**config.mk**
```make
export PLATFORM = sky130hd
export DESIGN_NAME = sram_controller
export DESIGN_NICKNAME = d
export VERILOG_FILES = /design/src/rtl/sram_controller.sv
export SDC_FILE = /design/constraint.sdc
export NUM_CORES = 1
export LEC_CHECK = 0
export ABC_AREA = 1
export ABC_CLOCK_PERIOD_IN_PS = 4800
export CORE_ASPECT_RATIO = 1.2
export CORE_UTILIZATION = 50
export CTS_CLUSTER_DIAMETER = 60
export DETAILED_ROUTE_END_ITERATION = 7
export DONT_BUFFER_PORTS = 1
export PLACE_DENSITY_LB_ADDON = 0.2
export SLEW_MARGIN = 20
export SYNTH_ARGS = -nofsm -noshare
export SYNTH_HDL_FRONTEND = slang
export SYNTH_SLANG_ARGS = --single-unit
export TNS_END_PERCENT = 30
```
**constraint.sdc**
```tcl
create_clock -name clk -period 4.8 [get_ports clk]
set_input_delay 0.96 -clock clk [delete_from_list [all_inputs] [get_ports clk]]
set_output_delay 0.96 -clock clk [all_outputs]
set_load 0.02 [all_outputs]
```
**src/rtl/sram_controller.sv**
```systemverilog
// Word read/write responder: splits each 32-bit access into two 16-bit SRAM accesses, ready returns 2*HALF_CYCLES+1 cycles after the request.
// Backpressure: ready stays low from request until the DONE cycle, so the requester holds its inputs.
module sram_controller #(
  parameter int BASE_ADDR   = 1024,
  parameter int HALF_CYCLES = 2
) (
  input  logic        clk,
  input  logic        rst,
  input  logic        rd_en,
  input  logic        wr_en,
  input  logic [31:0] address,
  input  logic [31:0] wdata,
  output logic [31:0] rdata,
  output logic        ready,
  output logic [17:0] sram_addr,
  output logic [15:0] sram_dq_out,
  input  logic [15:0] sram_dq_in,
  output logic        sram_dq_oe,
  output logic        sram_we_n,
  output logic        sram_oe_n
);

  localparam int CW = (HALF_CYCLES > 1) ? $clog2(HALF_CYCLES) : 1;

  typedef enum logic [1:0] {IDLE, LOW, HIGH, DONE} state_t;

  state_t        state_q;
  logic [CW-1:0] cnt_q;
  logic          write_q;
  logic [16:0]   idx_q;
  logic [31:0]   wdata_q;
  logic [31:0]   rdata_q;
  logic [17:0]   sram_addr_q;
  logic [15:0]   sram_dq_out_q;
  logic          sram_dq_oe_q;
  logic          sram_we_n_q;
  logic          sram_oe_n_q;

  logic        req;
  logic        last;
  logic [16:0] idx;

  assign req  = rd_en | wr_en;
  assign last = (cnt_q == CW'(HALF_CYCLES - 1));
  // Index wraps mod 2^17 on purpose; out-of-range addresses alias into the SRAM.
  assign idx  = 17'((address - 32'(BASE_ADDR)) >> 2);

  // Bus outputs are registered one state ahead so they are valid for the whole half-word window.
  always_ff @(posedge clk or negedge rst) begin
    if (!rst) begin
      state_q       <= IDLE;
      cnt_q         <= '0;
      write_q       <= 1'b0;
      idx_q         <= '0;
      wdata_q       <= '0;
      rdata_q       <= '0;
      sram_addr_q   <= '0;
      sram_dq_out_q <= '0;
      sram_dq_oe_q  <= 1'b0;
      sram_we_n_q   <= 1'b1;
      sram_oe_n_q   <= 1'b1;
    end else begin
      case (state_q)
        IDLE: begin
          if (req) begin
            write_q     <= wr_en;
            idx_q       <= idx;
            wdata_q     <= wdata;
            cnt_q       <= '0;
            state_q     <= LOW;
            sram_addr_q <= {idx, 1'b0};
            if (wr_en) begin
              sram_dq_out_q <= wdata[15:0];
              sram_dq_oe_q  <= 1'b1;
              sram_we_n_q   <= 1'b0;
            end else begin
              sram_oe_n_q <= 1'b0;
            end
          end
        end
        LOW: begin
          if (last) begin
            cnt_q       <= '0;
            state_q     <= HIGH;
            sram_addr_q <= {idx_q, 1'b1};
            if (write_q) sram_dq_out_q <= wdata_q[31:16];
            else         rdata_q[15:0] <= sram_dq_in;
          end else begin
            cnt_q <= cnt_q + CW'(1);
          end
        end
        HIGH: begin
          if (last) begin
            cnt_q        <= '0;
            state_q      <= DONE;
            sram_dq_oe_q <= 1'b0;
            sram_we_n_q  <= 1'b1;
            sram_oe_n_q  <= 1'b1;
            if (!write_q) rdata_q[31:16] <= sram_dq_in;
          end else begin
            cnt_q <= cnt_q + CW'(1);
          end
        end
        default: state_q <= IDLE;
      endcase
    end
  end

  assign ready       = ((state_q == IDLE) & ~req) | (state_q == DONE);
  assign rdata       = rdata_q;
  assign sram_addr   = sram_addr_q;
  assign sram_dq_out = sram_dq_out_q;
  assign sram_dq_oe  = sram_dq_oe_q;
  assign sram_we_n   = sram_we_n_q;
  assign sram_oe_n   = sram_oe_n_q;

endmodule

```
==> reports/results.ini, run 1 <==
[power_and_ir_drop]
clkPwrFrac_pct=16.6
internal_power_mw=2.07
power.density_mw_per_mm2=760
sw_frac_of_total_pct=45.6
p_leak_nw=2.62
peakVddDrop_mv=0.364
pwr-share-comb_pct=31.8
seqPwrFrac_pct=51.6
switchingPower_mw=1.73

[global_route]
grt_pass1_vias=3696
grt_start_max_net_pins=107
grt_pass1_wl_mm=16.7
antenna_found_initial=0
grt_overflow=0
track_usage_pct=21.3

[sta]
worst_hold_slack_ns=0.282
fin_worst_skew_ns=0.00904
max_freq_mhz=362
rsz0062_at_grt=false
relSlewSlack_pct=31.7
min_period_over_period_pct=57.6
tightest_slew_ns=1.02
slew_violations=0
hold_viol=0
finalSetupTns_ns=0
fin_crit_ns=2.76
setup_viol=0

[synthesis]
synthTopCellsByArea=dfrtp_1 (55%), nand2_1 (17%), o21ai_0 (11%), inv_1 (4.8%), nor2_1 (2.0%)
synth_warnings=0
avgSynthCellArea_um2=8.24
yosysTopAreaCell=dfrtp_1
mappedNetlistArea_mm2=0.00474
yosysSeqAreaShare_pct=56.0
syn_nets=666
synth_seq_cells=106
synth_top_area_share_pct=54.9
ys_types=24
synth_cells=576

[cts]
cts.path.max_buffers=2
cts-root-buf=clkbuf_8
cts.sinks=106
post-cts-setup-buffer-count=0
clock_latency_ns=0.36
cts_max_level=3
post_cts_resized=0
cts_hold_buf=0
tritoncts=yes
cts_made_buffers=9
path_clk_slew_ns=0.10

[job]
drv_cap=0

[placement]
hpwl_mm=6.49
dp.cells=669
gp_congestion=0.857
port_buffers=0

[layout]
fin_util_pct=54.7
nets=650
final_common_cell=nand2_1
multi_input_area_mm2=0.00172
regArea_mm2=0.00266
final_cell_mix=nand2_1 (213), o21ai_0 (104), dfrtp_1 (104)
area_delta_synth_final_pct=5.27
drive_gt1_share_pct=4.96
fin_cells=685
n_antenna_cell=0
fill_cells=870

[worst_setup_path]
ff2ff_path_depth=8
critical_path.max_fanout=65
path_class=reg -> reg
worst_setup_path_start_kind=register
crit_required_ns=5.05
critPathCaptureType=register
arrival_ns=3.01

[min_path]
hold_path.class=in -> async

[floorplanning]
row_count=38
num_io_pins=154
core_mm2=0.00913
die_y_um=109
initial_utilization_pct=52.0
die_area_mm2=0.00988
die_w_um=90.9

[detailed_routing]
wl_per_cell_um=14.2
vias=3478
ant_nets=0
drc=0
drt-initial-drc-count=205
vias_per_cell=5.08
routed_wl_mm=9.76
firstDrtPassIters=4

[status]
outcome=complete, no violations

## registers in the layout, summed over array words and instances (netlist names), 2 cells and up
register,flops
sram_addr,18
wdata_q,16
sram_dq_out,16
rdata,32
idx_q,17
state_q,2
## cells in the mapped netlist
cell      number
nand2_1      214
dfrtp_1      104
o21ai_0      104
inv_1         61
nor2_1        25
clkbuf_1      16
nand3_1       12
ha_1           6
buf_2          5
o21ai_1        5
buf_6          4
a21oi_1        2
a31oi_1        2
buf_4          2
dfstp_2        2
inv_2          2
nor2_4         2
xor2_1         2
nand2_4        1
nand4_1        1
nor2_8         1
o21a_1         1
o21ai_4        1
or2_2          1
## critical path, stage by stage (launching register included)
cell     delay [ns]
dfrtp_1        0.41
inv_1          0.09
ha_1           0.30
inv_2          0.78
nand2_1        0.21
nand2_4        0.47
inv_2          0.22
nand2_1        0.10
nand2_1        0.06
## logic make-up (layout without fill, tap and decap cells)
family / after synthesis / in the layout / synth area share (%)
and+or+nand+nor: 257 / 257 / 21.6
AOI/OAI and AO/OA: 115 / 115 / 12.5
DFF: 106 / 106 / 56.0
buffers and inverters: 90 / 79 / 8.04
adders and majority gates: 6 / 6 / 1.58
xor gates and xnor gates: 2 / 2 / 0.369
## worst paths after layout
check | end | start | slack, ns
worst max-delay path | sram_addr[10]$_DFFE_PN0P_ | state_q[1]$_DFFE_PN0P_ | 2.04
min in group clk | wdata_q[31]$_DFFE_PN0P_ | wdata_q[31]$_DFFE_PN0P_ | 0.49
worst max register to register | sram_addr[10]$_DFFE_PN0P_ | state_q[1]$_DFFE_PN0P_ | 2.04
worst min register to register | wdata_q[31]$_DFFE_PN0P_ | wdata_q[31]$_DFFE_PN0P_ | 0.49
worst min-delay path | sram_dq_out[6]$_DFFE_PN0P_ | rst | 0.28
max in group asynchronous | sram_oe_n$_DFFE_PN1P_ | rst | 4.29
## power groups by stage
stage / clock network (mW) / registers (mW) / logic (mW)
finish: 0.629 / 1.96 / 1.21
global route: 0.673 / 2.02 / 1.45
CTS: 0.650 / 1.97 / 1.23
detailed placement: 0 / 1.98 / 1.23
global placement: 0 / 1.97 / 1.17
floorplan: 0 / 1.90 / 1.06
## metrics by stage
stage	setup slack (ns)	total power [mW]	area (um^2)
floorplan	2.38	2.96	4740
global route	1.72	4.15	4990
global placement	2.04	3.14	4750
CTS	1.98	3.85	4990
finish	2.04	3.80	4990
detailed placement	1.97	3.21	4750
## area by class of cell
cell class                      instances  share of cell area [%]
Clock buffer                           12                    3.31
Clock inverter                          4                    1.45
Inverter                               63                    4.73
Multi-Input combinational cell        380                    34.3
Sequential cell                       106                    53.2
Tap cell                              120                    3.01
## layer usage
| metal | wire (um) | GRT usage (%) | vias to the layer above |
|---|---|---|---|
| met5 | 0 | 0 | - |
| met3 | 804 | 6.00 | 10 |
| li1 | - | - | 1752 |
| met2 | 4650 | 38.3 | 111 |
| met1 | 4160 | 24.4 | 1605 |
| met4 | 144 | 7.94 | 0 |
Note: power is estimated with default switching activity, not from simulation.
==> run 2, diff against run 1 <==
ABC_CLOCK_PERIOD_IN_PS = 2800   (was 4800)
clock period = 2.8 ns   (was 4.8 ns; I/O delays follow)
==> run 2 against run 1 <==
Net effect:
- the flow now finishes with violations (negative hold slack)
- setup slack worse by 1.5 ns
- combinational power up 73%
- first-iteration DRC count increased by 2.0%
- global-route usage shrank 0.73 points
- critical path type is now reg -> out
==> reports/results.ini, run 2 (synthesis results as in run 1) <==
[sta]
finalSetupTns_ns=0  ; unchanged
tightest_slew_ns=0.573  ; -0.449 ns
fin_worst_skew_ns=0.00582  ; -0.00322 ns
max_freq_mhz=446
relSlewSlack_pct=61.7  ; +30 points
fin_crit_ns=2.24
worst_hold_slack_ns=-0.112  ; -0.395 ns
setup_ws_ns=0.558  ; -1.48 ns
rsz0062_at_grt=false
setup_viol=0  ; unchanged
min_period_over_period_pct=80.1
hold_viol=104  ; +104
slew_violations=0  ; unchanged

[placement]
port_buffers=0  ; unchanged
place_area_mm2=0.00479  ; +0.79%
hpwl_mm=6.53  ; +0.65%
gp_congestion=0.853  ; -0.44%
dp_slack_ns=0.572  ; -1.39 ns
dp.cells=674  ; +0.75%

[power_and_ir_drop]
sw_frac_of_total_pct=45.4  ; -0.20 points
pwr-share-comb_pct=32.2  ; +0.4 points
power.density_mw_per_mm2=1290  ; +70%
p_leak_nw=2.63  ; +0.50%
internal_power_mw=3.53  ; +71%
peakVddDrop_mv=0.656  ; +80%
clkPwrFrac_pct=15.9  ; -0.7 points
switchingPower_mw=2.94  ; +70%
fin_total_pwr_mw=6.47  ; +70%
seqPwrFrac_pct=51.9  ; +0.3 points

[worst_setup_path]
ff2ff_path_depth=8  ; unchanged
worst_setup_path_start_kind=register
arrival_ns=1.68  ; -1.33 ns
slowest_delay_ns=0.42  ; -0.36 ns
critical_path.max_fanout=5  ; -92%
cp_common_cell=inv_1
critical_path.top_delay_family=simple AND/OR/NAND/NOR gates
critPathBufInv=2  ; -1
reg2reg_slack_ns=0.62  ; -1.42 ns
crit_required_ns=2.24  ; -2.81 ns
critPathCaptureType=primary output
slowest_stage=dfrtp_1
reg2reg_from=state_q[1]$_DFFE_PN0P_
path_class=reg -> out
rr_endpoint=sram_addr[1]$_DFFE_PN0P_
cp_num_cells=5  ; -3
path_cells=inv_1 > ha_1 > nand2_1 > inv_1 > or2_2

[cts]
cts_max_level=3  ; unchanged
tritoncts=yes
cts-root-buf=clkbuf_8
path_clk_slew_ns=0.09  ; about the same
post-cts-setup-buffer-count=0  ; unchanged
cts_made_buffers=9  ; unchanged
post_cts_resized=0  ; unchanged
cts.path.max_buffers=2  ; unchanged
clock_latency_ns=0.36  ; about the same
cts.sinks=106  ; unchanged

[layout]
drive_gt1_share_pct=5.10  ; +0.14 points
n_antenna_cell=0  ; unchanged
nets=655  ; +0.77%
fill_cells=869  ; -0.11%
stdcell_area_mm2=0.00501  ; +0.28%
final_common_cell=nand2_1
fin_util_pct=54.9  ; +0.15 points
final_cell_mix=nand2_1 (213), o21ai_0 (104), dfrtp_1 (104)
largest_register_ffs=32  ; unchanged
area_delta_synth_final_pct=5.56
fin_cells=689  ; +0.58%

[status]
outcome=finished, violations left
violations=negative hold slack

[job]
drv_cap=0  ; unchanged

[floorplanning]
die_area_mm2=0.00988  ; unchanged
die_w_um=90.9  ; unchanged
num_io_pins=154  ; unchanged
core_mm2=0.00913  ; unchanged
die_y_um=109  ; unchanged
row_count=38  ; unchanged
initial_utilization_pct=52.0  ; unchanged

[detailed_routing]
wl_per_cell_um=13.8  ; -3.0%
routed_wl_mm=9.53  ; -2.4%
drc=0  ; unchanged
ant_nets=0  ; unchanged
firstDrtPassIters=4  ; unchanged
vias_per_cell=5.08  ; about the same
vias=3499  ; +0.60%
drt-initial-drc-count=209  ; +2.0%

[global_route]
grt_pass1_wl_mm=16.0  ; -4.0%
grt_pass1_vias=3538  ; -4.3%
antenna_found_initial=0  ; unchanged
track_usage_pct=20.6  ; -0.73 points
grt_start_max_net_pins=107  ; unchanged
grt_overflow=0  ; unchanged

[min_path]
hold_path.class=in -> async

run 2: layout make-up:
| cell class | instances | area (um^2) | share of cell area (%) |
|---|---|---|---|
| sequential | 106 | 2660 | 53.0 |
| tap | 120 | 150 | 3.00 |
| timing repair buffer | 5 | 37.5 | 0.749 |
| multi-input combinational | 380 | 1710 | 34.1 |
| clock buffer | 13 | 159 | 3.17 |
| clock inverter | 2 | 60.1 | 1.20 |
| inverter | 63 | 236 | 4.72 |
run 2: power by group through the flow:
stage          Clock, mW  Sequential, mW  Combinational [mW]
3_3_place_gp           0            3.38                2.04
3_5_place_dp           0            3.39                2.13
6_report            1.03            3.36                2.09
2_1_floorplan          0            3.25                1.82
4_1_cts             1.07            3.37                2.13
5_1_grt             1.12            3.45                2.48
run 2: how the worst max path moves through the flow:
stage	endpoint	startpoint	slack [ns]
global placement	sram_addr[11]$_DFFE_PN0P_	state_q[1]$_DFFE_PN0P_	0.59
CTS	ready	state_q[0]$_DFFE_PN0P_	0.53
floorplan	ready	state_q[0]$_DFFE_PN0P_	1.05
detailed placement	sram_addr[11]$_DFFE_PN0P_	state_q[1]$_DFFE_PN0P_	0.57
finish	ready	state_q[0]$_DFFE_PN0P_	0.56
global route	sram_addr[10]$_DFFE_PN0P_	state_q[1]$_DFFE_PN0P_	0.38
run 2: routing by layer:
metal,GRT usage [%],routed length [um]
met5,0,0
met4,9.41,149
met3,6.28,782
met2,35.7,4630
met1,23.5,3960
run 2: worst register-to-register path, delay by kind of cell, from the launching register on:
| kind | cells | cell delay [ns] |
|---|---|---|
| fa+ha+maj | 1 | 0.29 |
| simple gates | 4 | 0.74 |
| buf+inv | 3 | 0.66 |
| flops | 1 | 0.40 |
